### src/rtl/mac_seq_ctrl.sv
// Dot-product sequencer: accepts N operand pairs, multiplies each through a 4:2
// compressor tree, registers the product and sums it into a wrapping accumulator.
module mac_seq_ctrl #(
    parameter int WIDTH     = 8,
    parameter int ACC_WIDTH = 20,
    parameter int LEN_WIDTH = 8
) (
    input  logic                 clk,
    input  logic                 rst_n,
    input  logic                 start,
    input  logic [LEN_WIDTH-1:0] vec_len,
    input  logic                 op_valid,
    output logic                 op_ready,
    input  logic [WIDTH-1:0]     op_a,
    input  logic [WIDTH-1:0]     op_b,
    output logic                 res_valid,
    input  logic                 res_ready,
    output logic [ACC_WIDTH-1:0] res_data,
    output logic                 res_ovf,
    output logic                 busy
);
    localparam int PW = 2 * WIDTH;
    // Row count padded to a power of two so every tree level halves cleanly.
    localparam int NR = (WIDTH <= 2) ? 2 : (1 << $clog2(WIDTH));
    localparam int LV = $clog2(NR);

    typedef enum logic [1:0] {IDLE, RUN, DRAIN, DONE} state_t;

    state_t                 state, state_nxt;
    logic [LEN_WIDTH-1:0]   len, count;
    logic [PW-1:0]          prod, p;
    logic                   pvld;
    logic [ACC_WIDTH-1:0]   acc;
    logic                   ovf;
    logic [ACC_WIDTH:0]     sum;
    logic                   accept, last, start_job;

    logic [NR-1:0]          b_ext;
    logic [PW-1:0]          rows [NR];
    logic [PW-1:0]          nxt  [NR];
    logic [PW-1:0]          s1, c1;

    // Partial products reduced 4 rows -> 2 per level, then one carry-propagate add.
    always_comb begin
        b_ext = NR'(op_b);
        s1    = '0;
        c1    = '0;
        for (int k = 0; k < NR; k++) nxt[k] = '0;
        for (int i = 0; i < NR; i++) rows[i] = b_ext[i] ? (PW'(op_a) << i) : '0;
        for (int lv = 0; lv < LV - 1; lv++) begin
            for (int k = 0; k < NR; k++) nxt[k] = '0;
            for (int k = 0; k < NR / 4; k++) begin
                if (k < (NR >> (lv + 2))) begin
                    s1 = rows[4*k] ^ rows[4*k+1] ^ rows[4*k+2];
                    c1 = ((rows[4*k] & rows[4*k+1]) | (rows[4*k] & rows[4*k+2]) |
                          (rows[4*k+1] & rows[4*k+2])) << 1;
                    nxt[2*k]   = s1 ^ c1 ^ rows[4*k+3];
                    nxt[2*k+1] = ((s1 & c1) | (s1 & rows[4*k+3]) | (c1 & rows[4*k+3])) << 1;
                end
            end
            for (int k = 0; k < NR; k++) rows[k] = nxt[k];
        end
        prod = rows[0] + rows[1];
    end

    assign accept    = op_valid & op_ready;
    assign last      = (count == len - 1'b1);
    assign start_job = (state == IDLE) & start;
    assign sum       = {1'b0, acc} + (ACC_WIDTH + 1)'(p);
    assign res_data  = acc;
    assign res_ovf   = ovf;

    always_ff @(posedge clk or negedge rst_n) begin
        if (!rst_n) state <= IDLE;
        else        state <= state_nxt;
    end

    always_comb begin
        state_nxt = state;
        op_ready  = 1'b0;
        res_valid = 1'b0;
        busy      = 1'b1;
        case (state)
            IDLE: begin
                busy = 1'b0;
                if (start) state_nxt = (vec_len == '0) ? DONE : RUN;
            end
            RUN: begin
                op_ready = 1'b1;
                if (op_valid && last) state_nxt = DRAIN;
            end
            DRAIN: state_nxt = DONE;
            DONE: begin
                res_valid = 1'b1;
                if (res_ready) state_nxt = IDLE;
            end
            default: state_nxt = IDLE;
        endcase
    end

    // start and accept are mutually exclusive (IDLE vs RUN), so count has one writer per edge.
    always_ff @(posedge clk or negedge rst_n) begin
        if (!rst_n) begin
            len   <= '0;
            count <= '0;
            p     <= '0;
            pvld  <= 1'b0;
            acc   <= '0;
            ovf   <= 1'b0;
        end else begin
            if (accept) begin
                p     <= prod;
                pvld  <= 1'b1;
                count <= count + 1'b1;
            end else begin
                pvld  <= 1'b0;
            end
            if (start_job) begin
                acc   <= '0;
                ovf   <= 1'b0;
                count <= '0;
                len   <= vec_len;
            end else if (pvld) begin
                acc   <= sum[ACC_WIDTH-1:0];
                ovf   <= ovf | sum[ACC_WIDTH];
            end
        end
    end
endmodule
### config.mk
export PLATFORM = sky130hd
export DESIGN_NAME = mac_seq_ctrl
export DESIGN_NICKNAME = d
export VERILOG_FILES = /design/src/rtl/mac_seq_ctrl.sv
export SDC_FILE = /design/constraint.sdc
export NUM_CORES = 1
export LEC_CHECK = 0
export CAP_MARGIN = 30
export CELL_PAD_IN_SITES_DETAIL_PLACEMENT = 0
export CELL_PAD_IN_SITES_GLOBAL_PLACEMENT = 1
export CORE_ASPECT_RATIO = 0.6
export CORE_MARGIN = 1
export CORE_UTILIZATION = 30
export CTS_CLUSTER_SIZE = 14
export DETAILED_ROUTE_END_ITERATION = 12
export GPL_TIMING_DRIVEN = 0
export HOLD_SLACK_MARGIN = 0.06
export PLACE_DENSITY = 0.58
export SLEW_MARGIN = 20
export SYNTH_ARGS = -nofsm -noshare
export SYNTH_HDL_FRONTEND = slang
export SYNTH_SLANG_ARGS = --single-unit
### constraint.sdc
create_clock -name clk -period 2.3 [get_ports clk]
set_input_delay 0.345 -clock clk [delete_from_list [all_inputs] [get_ports clk]]
set_output_delay 0.345 -clock clk [all_outputs]
set_load 0.1 [all_outputs]
==> summary.txt <==
Status - complete, but fails checks
Failing checks - setup timing
Hold EP - p[0]
Die Wd - 171 µm
Number of global-route vias before repair - 4020
Final Wtd Congestion - 0.801
Final antenna diode count - 0
Top_reg_cell synth - dfrtp_1
Detailed Route WL - 12900 µm
Reg2reg setup slack - -0.03 ns
CP arrival - 3.86 ns
CP max stage delay - 0.54 ns
Crit-path max FO - 7
Share of layout cells above drive strength 1 - 0.226
IO Pins - 53
Port Buffers - 49
Register area share after synthesis - 0.272
DRC Markers - 0
Worst path buffer plus inverter count - 2
CP most frequent cell - fa_1
Final cycle utilization of the critical path - 1.60
Root buffer cell - clkbuf_16
Die height - 103 µm
Beginning of the worst hold path - op_a[0]
Hpwl dp - 10300 µm
Startpoint Class - input port
DR iter-0 viols - 212
Fin. Hold Viols - 0
Initial antenna violation count - 0
Area growth syn-to-layout - 33.7%
Post-synth top area share - 0.272
Final WS setup - -1.39 ns
TritonCTS clock tree - done
Drt wl/cell - 14.7 µm
Crit Path Class - in -> reg
Area contributors post-synth - dfrtp_1 (27%), fa_1 (16%), ha_1 (11%)
EDFF count, synth - 0
Total gr overflow - 0
Final Power - 8.56 mW
H-tree depth - 2
First-pass DRT Iterations - 4
Pre-CTS setup slack - -2.51 ns
Syn Inst Count - 562
Unique cell type count in the Yosys netlist - 56
Pwr dens - 1250 mW/mm²
Max rail drop VDD - 499 µV
FF-to-FF End - res_data[16]
Relative max-transition margin - 0.328
Num Clock Sinks - 56
Crit-path cells - clkbuf_16, nand2_4, fa_1, fa_1, inv_2, fa_1, ha_4, ha_4, fa_2, a21o_1, a21oi_2, o21ai_2, a21o_1, a31o_2, nand4b_1, o211ai_1
Worst-case clock buffer depth - 2
Worst R2R Start - res_data[0]
Syn Area/Cell - 9.15 µm²
Final net count - 761
First-pass GRT wire length - 21400 µm
Worst setup EP type - flip-flop
R2R cell count - 10
Die ar. - 0.0177 mm²
Post-synth top cells - nand2_1 (104), dfrtp_1 (56), ha_1 (46)
Num rows - 36
Hold depth - 3
DR vias/cell - 4.74
Synth area leader - dfrtp_1
Fin. max-slew vios - 0
Worst hold path class - in -> reg
Most frequent cell after synthesis - nand2_1
CP delay by family, top - adder cells
Global-route usage over all layers - 0.158
RSZ-0062 raised after global routing - yes
Largest net degree at the start of global routing - 32
Synthesized flop and latch total - 56
Clk_lat worst skew - 0.30 ns
Worst Tran Pin Value - 1.00 ns
Max cap viols - 0
CTS clk-pin slew, worst paths - 0.07 ns
Worst Clk Skew - 0.0115 ns
Starting Density - 0.312
Fmax - 271 MHz
Min Tclk post-route - 3.69 ns
Mapped Area - 0.00514 mm²
Pleak - 3.10 nW
Area of the core - 0.0165 mm²
CP required - 2.47 ns
Crit-path slowest cell - fa_1
Vias post-DR - 4148
Fraction of registers with async set/reset - 1.00
Antenna Nets Post-Route - 0
Post-Syn Nets - 677
# setup viols final - 12
Num CTS Buffers - 5
Yosys warns - 0
logic make-up (layout without fill, tap and decap cells):
kind of cell | Yosys count | in the layout | share of synthesized area
and+or+nand+nor | 216 | 216 | 0.205
xor gates and xnor gates | 32 | 32 | 0.0545
DFF | 56 | 56 | 0.272
AOI/OAI and AO/OA | 99 | 99 | 0.127
adders and majority gates | 86 | 86 | 0.268
muxes | 16 | 16 | 0.0311
buffers and inverters | 57 | 142 | 0.0431
tightest hold or removal path: stages:
cell and delay, ns:
buf_2 0.15, nand3_1 0.09, nand2_1 0.05
metrics by stage:
step | setup TNS [ns] | hold slack [ns] | cells | area [µm²] | util
6_report | -10.98 | 0.378 | 875 | 6880 | 0.417
5_1_grt | -12.60 | 0.409 | 875 | 6880 | 0.417
4_1_cts | -11.13 | 0.382 | 866 | 6640 | 0.402
3_5_place_dp | -23.89 | 0.286 | 840 | 6130 | 0.372
3_3_place_gp | -84.40 | 0.464 | 839 | 6110 | 0.371
2_1_floorplan | -12.63 | 0.0494 | 562 | 5340 | -
routing by layer:
layer,part of all wire,global-route usage,vias to the layer above
met5,0,0,-
met4,0.0053,0.0247,0
met3,0.033,0.0251,7
met2,0.38,0.209,46
met1,0.58,0.261,2029
li1,-,-,2066
registers in the layout, summed over array words and instances, names as in the netlist:
signal    flops
state         2
res_ovf       1
count         8
len           8
res_data     20
pvld          1
p            16
worst max-delay path by stage:
stage          slack (ns)  depth (start not counted)     from  endpoint
3_5_place_dp        -2.51                         14  op_b[0]     p[14]
6_report            -1.39                         16  op_a[3]     p[15]
5_1_grt             -1.57                         19  op_a[4]     p[15]
3_3_place_gp        -2.50                         14  op_b[0]     p[14]
2_1_floorplan       -1.56                         16  op_a[3]     p[15]
4_1_cts             -1.44                         14  op_b[0]     p[14]
layout make-up:
type                            count  area, µm²
Sequential cell                    56       1430
Tap cell                          228        285
Timing Repair Buffer               77        778
Clock inverter                      1       30.0
Buffer                             17        114
Inverter                           40        154
Clock buffer                        7        153
Multi-Input combinational cell    449       3940
Fill cell                        1654       9610
placed cells by master, fill, tap and decap left out, types with 5 or more instances in the layout:
cell type and n:
a21o_1 17, nor2_1 28, nand2b_1 8, mux2i_1 16, clkdlybuf4s50_1 29, o21ai_2 5
nor3_1 6, buf_6 9, buf_12 5, fa_1 36, xnor2_1 17, inv_1 32
a21oi_1 13, nand2_1 91, inv_2 7, ha_4 14, dfrtp_2 11, buf_4 24
nand2_4 6, nand2_2 7, o21ai_0 11, clkbuf_16 7, o21ai_1 12, nand3b_1 6
nand3_1 12, ha_1 30, clkbuf_1 12, dfrtp_1 42, xor2_1 13, nand4_1 5
and2_1 22, a21oi_2 6
report_power, final:
part	internal, mW	total, mW	switching, mW	leakage [nW]
logic	2.38	5.85	3.47	2.30
clock network	0.574	0.935	0.360	0.0901
registers	1.38	1.77	0.393	0.710
timing repair:
item                       in CTS  in global routing
resized for setup             126                 46
hold buffers                    1                  0
setup endpoints to repair      23                 32
pin swaps                      31                 22
setup buffers                  17                 10
hold endpoints to repair       25                  0
No activity file was read; power rests on OpenSTA's default activity.
==> RTL edit, RTL diff (config.mk and constraints unchanged) <==
The parameter `WIDTH` goes from 8 to 4.
--- a/src/rtl/mac_seq_ctrl.sv
+++ b/src/rtl/mac_seq_ctrl.sv
@@ -2,5 +2,5 @@
 // compressor tree, registers the product and sums it into a wrapping accumulator.
 module mac_seq_ctrl #(
-    parameter int WIDTH     = 8,
+    parameter int WIDTH     = 4,
     parameter int ACC_WIDTH = 20,
     parameter int LEN_WIDTH = 8
Interface: changed (resized op_a and op_b); port bits go from 53 to 45. No check against the original RTL was run, so the function may have changed too.
==> RTL edit against the unedited design <==
  * Die area shrank 39%
  * Wire length shrank 40%
  * Clock power shrank 19%
  * Combinational power shrank 54%
  * Sequential power shrank 23%
  * Largest cell class unchanged
  * Via count shrank 40%
  * Total power shrank 44%
  * Fmax grew 61%
  * Worst setup slack gained 1.4 ns
  * Global-route usage shrank 0.51 points
  * Sequential cell count shrank 8
  * First-iteration DRC count shrank 40%
  * Cell area shrank 42%
  * Area after synthesis shrank 39%
==> RTL edit: results (changes against the unedited design) <==
- CP max-delay cell: fa_1 (unchanged)
- Hold Path Class: in -> async (was in -> reg)
- Distinct cell type count after synthesis: 49 (was 56)
- Total power: 4810 uW (was 8560 uW)
- Routed WL per cell: 14.7 um (about the same)
- Status: finished, final reports clean (was complete, but fails checks)
- Pin count of the biggest net entering global routing: 49 (was 32)
- Most frequent cells after synthesis: 49 x nand2_1, 48 x dfrtp_1, 32 x nor2_1, 22 x ha_1, 19 x xnor2_1 (was 104 x nand2_1, 56 x dfrtp_1, 46 x ha_1, 40 x fa_1, 39 x inv_1)
- Leak Pwr: 0.00178 uW (was 0.00310 uW)
- ClkCell Share: 0.0366 (was 0.0266)
- Final-stage net count: 439 (was 761)
- GP Congestion: 0.772 (was 0.801)
- Crit-path max FO: 3 (was 7)
- Multi-input gate count: 261 (was 449)
- Non-clk bufs: 57 (was 94)
- Non-clock buffer share: 0.129 (was 0.130)
- Logic power comb: 2700 uW (was 5850 uW)
- DR iter-0 viols: 128 (was 212)
- Post-synthesis sequential area ratio: 0.384 (was 0.272)
- Vias per std cell: 4.73 (was 4.74)
- Skew final: 0.00487 ns (was 0.0115 ns)
- Register share of the cell area: 0.303 (was 0.207)
- Sw Share: 0.490 (was 0.494)
- M2 GR Usage: 0.206 (was 0.209)
- Slew Limit Headroom: 0.333 (was 0.328)
- Post-Syn Instances: 334 (was 562)
- Peak supply drop: 0.506 mV (was 0.499 mV)
- Grt met3 use: 0.0350 (was 0.0251)
- Met1 Resource Use GR: 0.242 (was 0.261)
- Final std cells w/o fill: 525 (was 875)
- Placed wire-length estimate: 5.78 mm (was 10.3 mm)
- First-pass GRT wire length: 12.6 mm (was 21.4 mm)
- Vias in the first global route: 2391 (was 4020)
- Seq pwr share: 0.282 (was 0.207)
- Multi-input gate area: 1900 um2 (was 3940 um2)
- Synth area leaders: dfrtp_1 38%, ha_1 8.8%, nand2_1 5.9% (was dfrtp_1 27%, fa_1 16%, ha_1 11%)
- Clock root cell: clkbuf_16 (unchanged)
- IO Port Bufs: 44 (was 49)
- Share of cells above drive strength 1: 0.154 (was 0.226)
- Total global-route track usage: 0.153 (was 0.158)
- Syn nets: 384 (was 677)
- Cell count after placement: 513 (was 840)
- Worst EP arrival: 2.50 ns (was 3.86 ns)
- # clk buffers: 8 (was 7)
- Sink Count: 48 (was 56)
- Inverters, non-clock: 16 (was 40)
## RTL edit: cell count changes after synthesis, sizes merged, moves of 5 or more
cell,before,now
fa,40,7
a21o,17,4
o21ai,28,16
dfrtp,56,48
ha,46,22
nand3,12,7
and2,24,15
nand2,104,49
clkbuf,14,3
inv,39,16
mux2i,16,7
a211oi,6,1
## RTL edit: path summary, 6_finish.rpt
kind	startpoint	to	slack (ns)	depth (start not counted)
worst max-delay path	op_b[2]	p[7]	0.008	11
worst min-delay path	rst_n	len[7]	0.08	1
worst max register to register	res_data[0]	res_ovf	0.16	8
worst min register to register	p[0]	p[0]	0.48	2
max in group asynchronous	rst_n	res_data[0]	1.74	1
min in group clk	op_a[0]	p[0]	0.33	3
## RTL edit: layer usage
layer,vias up,routed length [um]
met5,-,0
met4,0,20
met3,2,247
met2,41,2970
met1,1187,4470
li1,1252,-
## RTL edit: kinds of logic after synthesis
group,after synthesis,share of synthesized area
XOR/XNOR,30,0.0840
multiplexers,8,0.0260
AND/OR/NAND/NOR,139,0.220
flip-flops,48,0.384
buffers and inverters,25,0.0328
adder cells (fa/ha/maj),29,0.133
AO/OA/AOI/OAI,55,0.120
## RTL edit: what timing repair did
item	CTS	global route
endpoints found under the setup margin	14	37
gates cloned	0	0
setup buffers	0	4
gates resized for setup	38	30
pin swaps	5	8
endpoints found under the hold margin	0	0
## RTL edit: per-stage QoR
stage / hold WS, ns / worst slack (ns) / cell area, um2
3_5_place_dp: 0.430 / -0.843 / 3770
3_3_place_gp: 0.469 / -1.03 / 3780
6_report: 0.0818 / 0.00812 / 4010
2_1_floorplan: 0.0494 / -0.0513 / 3170
4_1_cts: 0.112 / -0.0532 / 3910
5_1_grt: 0.130 / -0.0731 / 4010
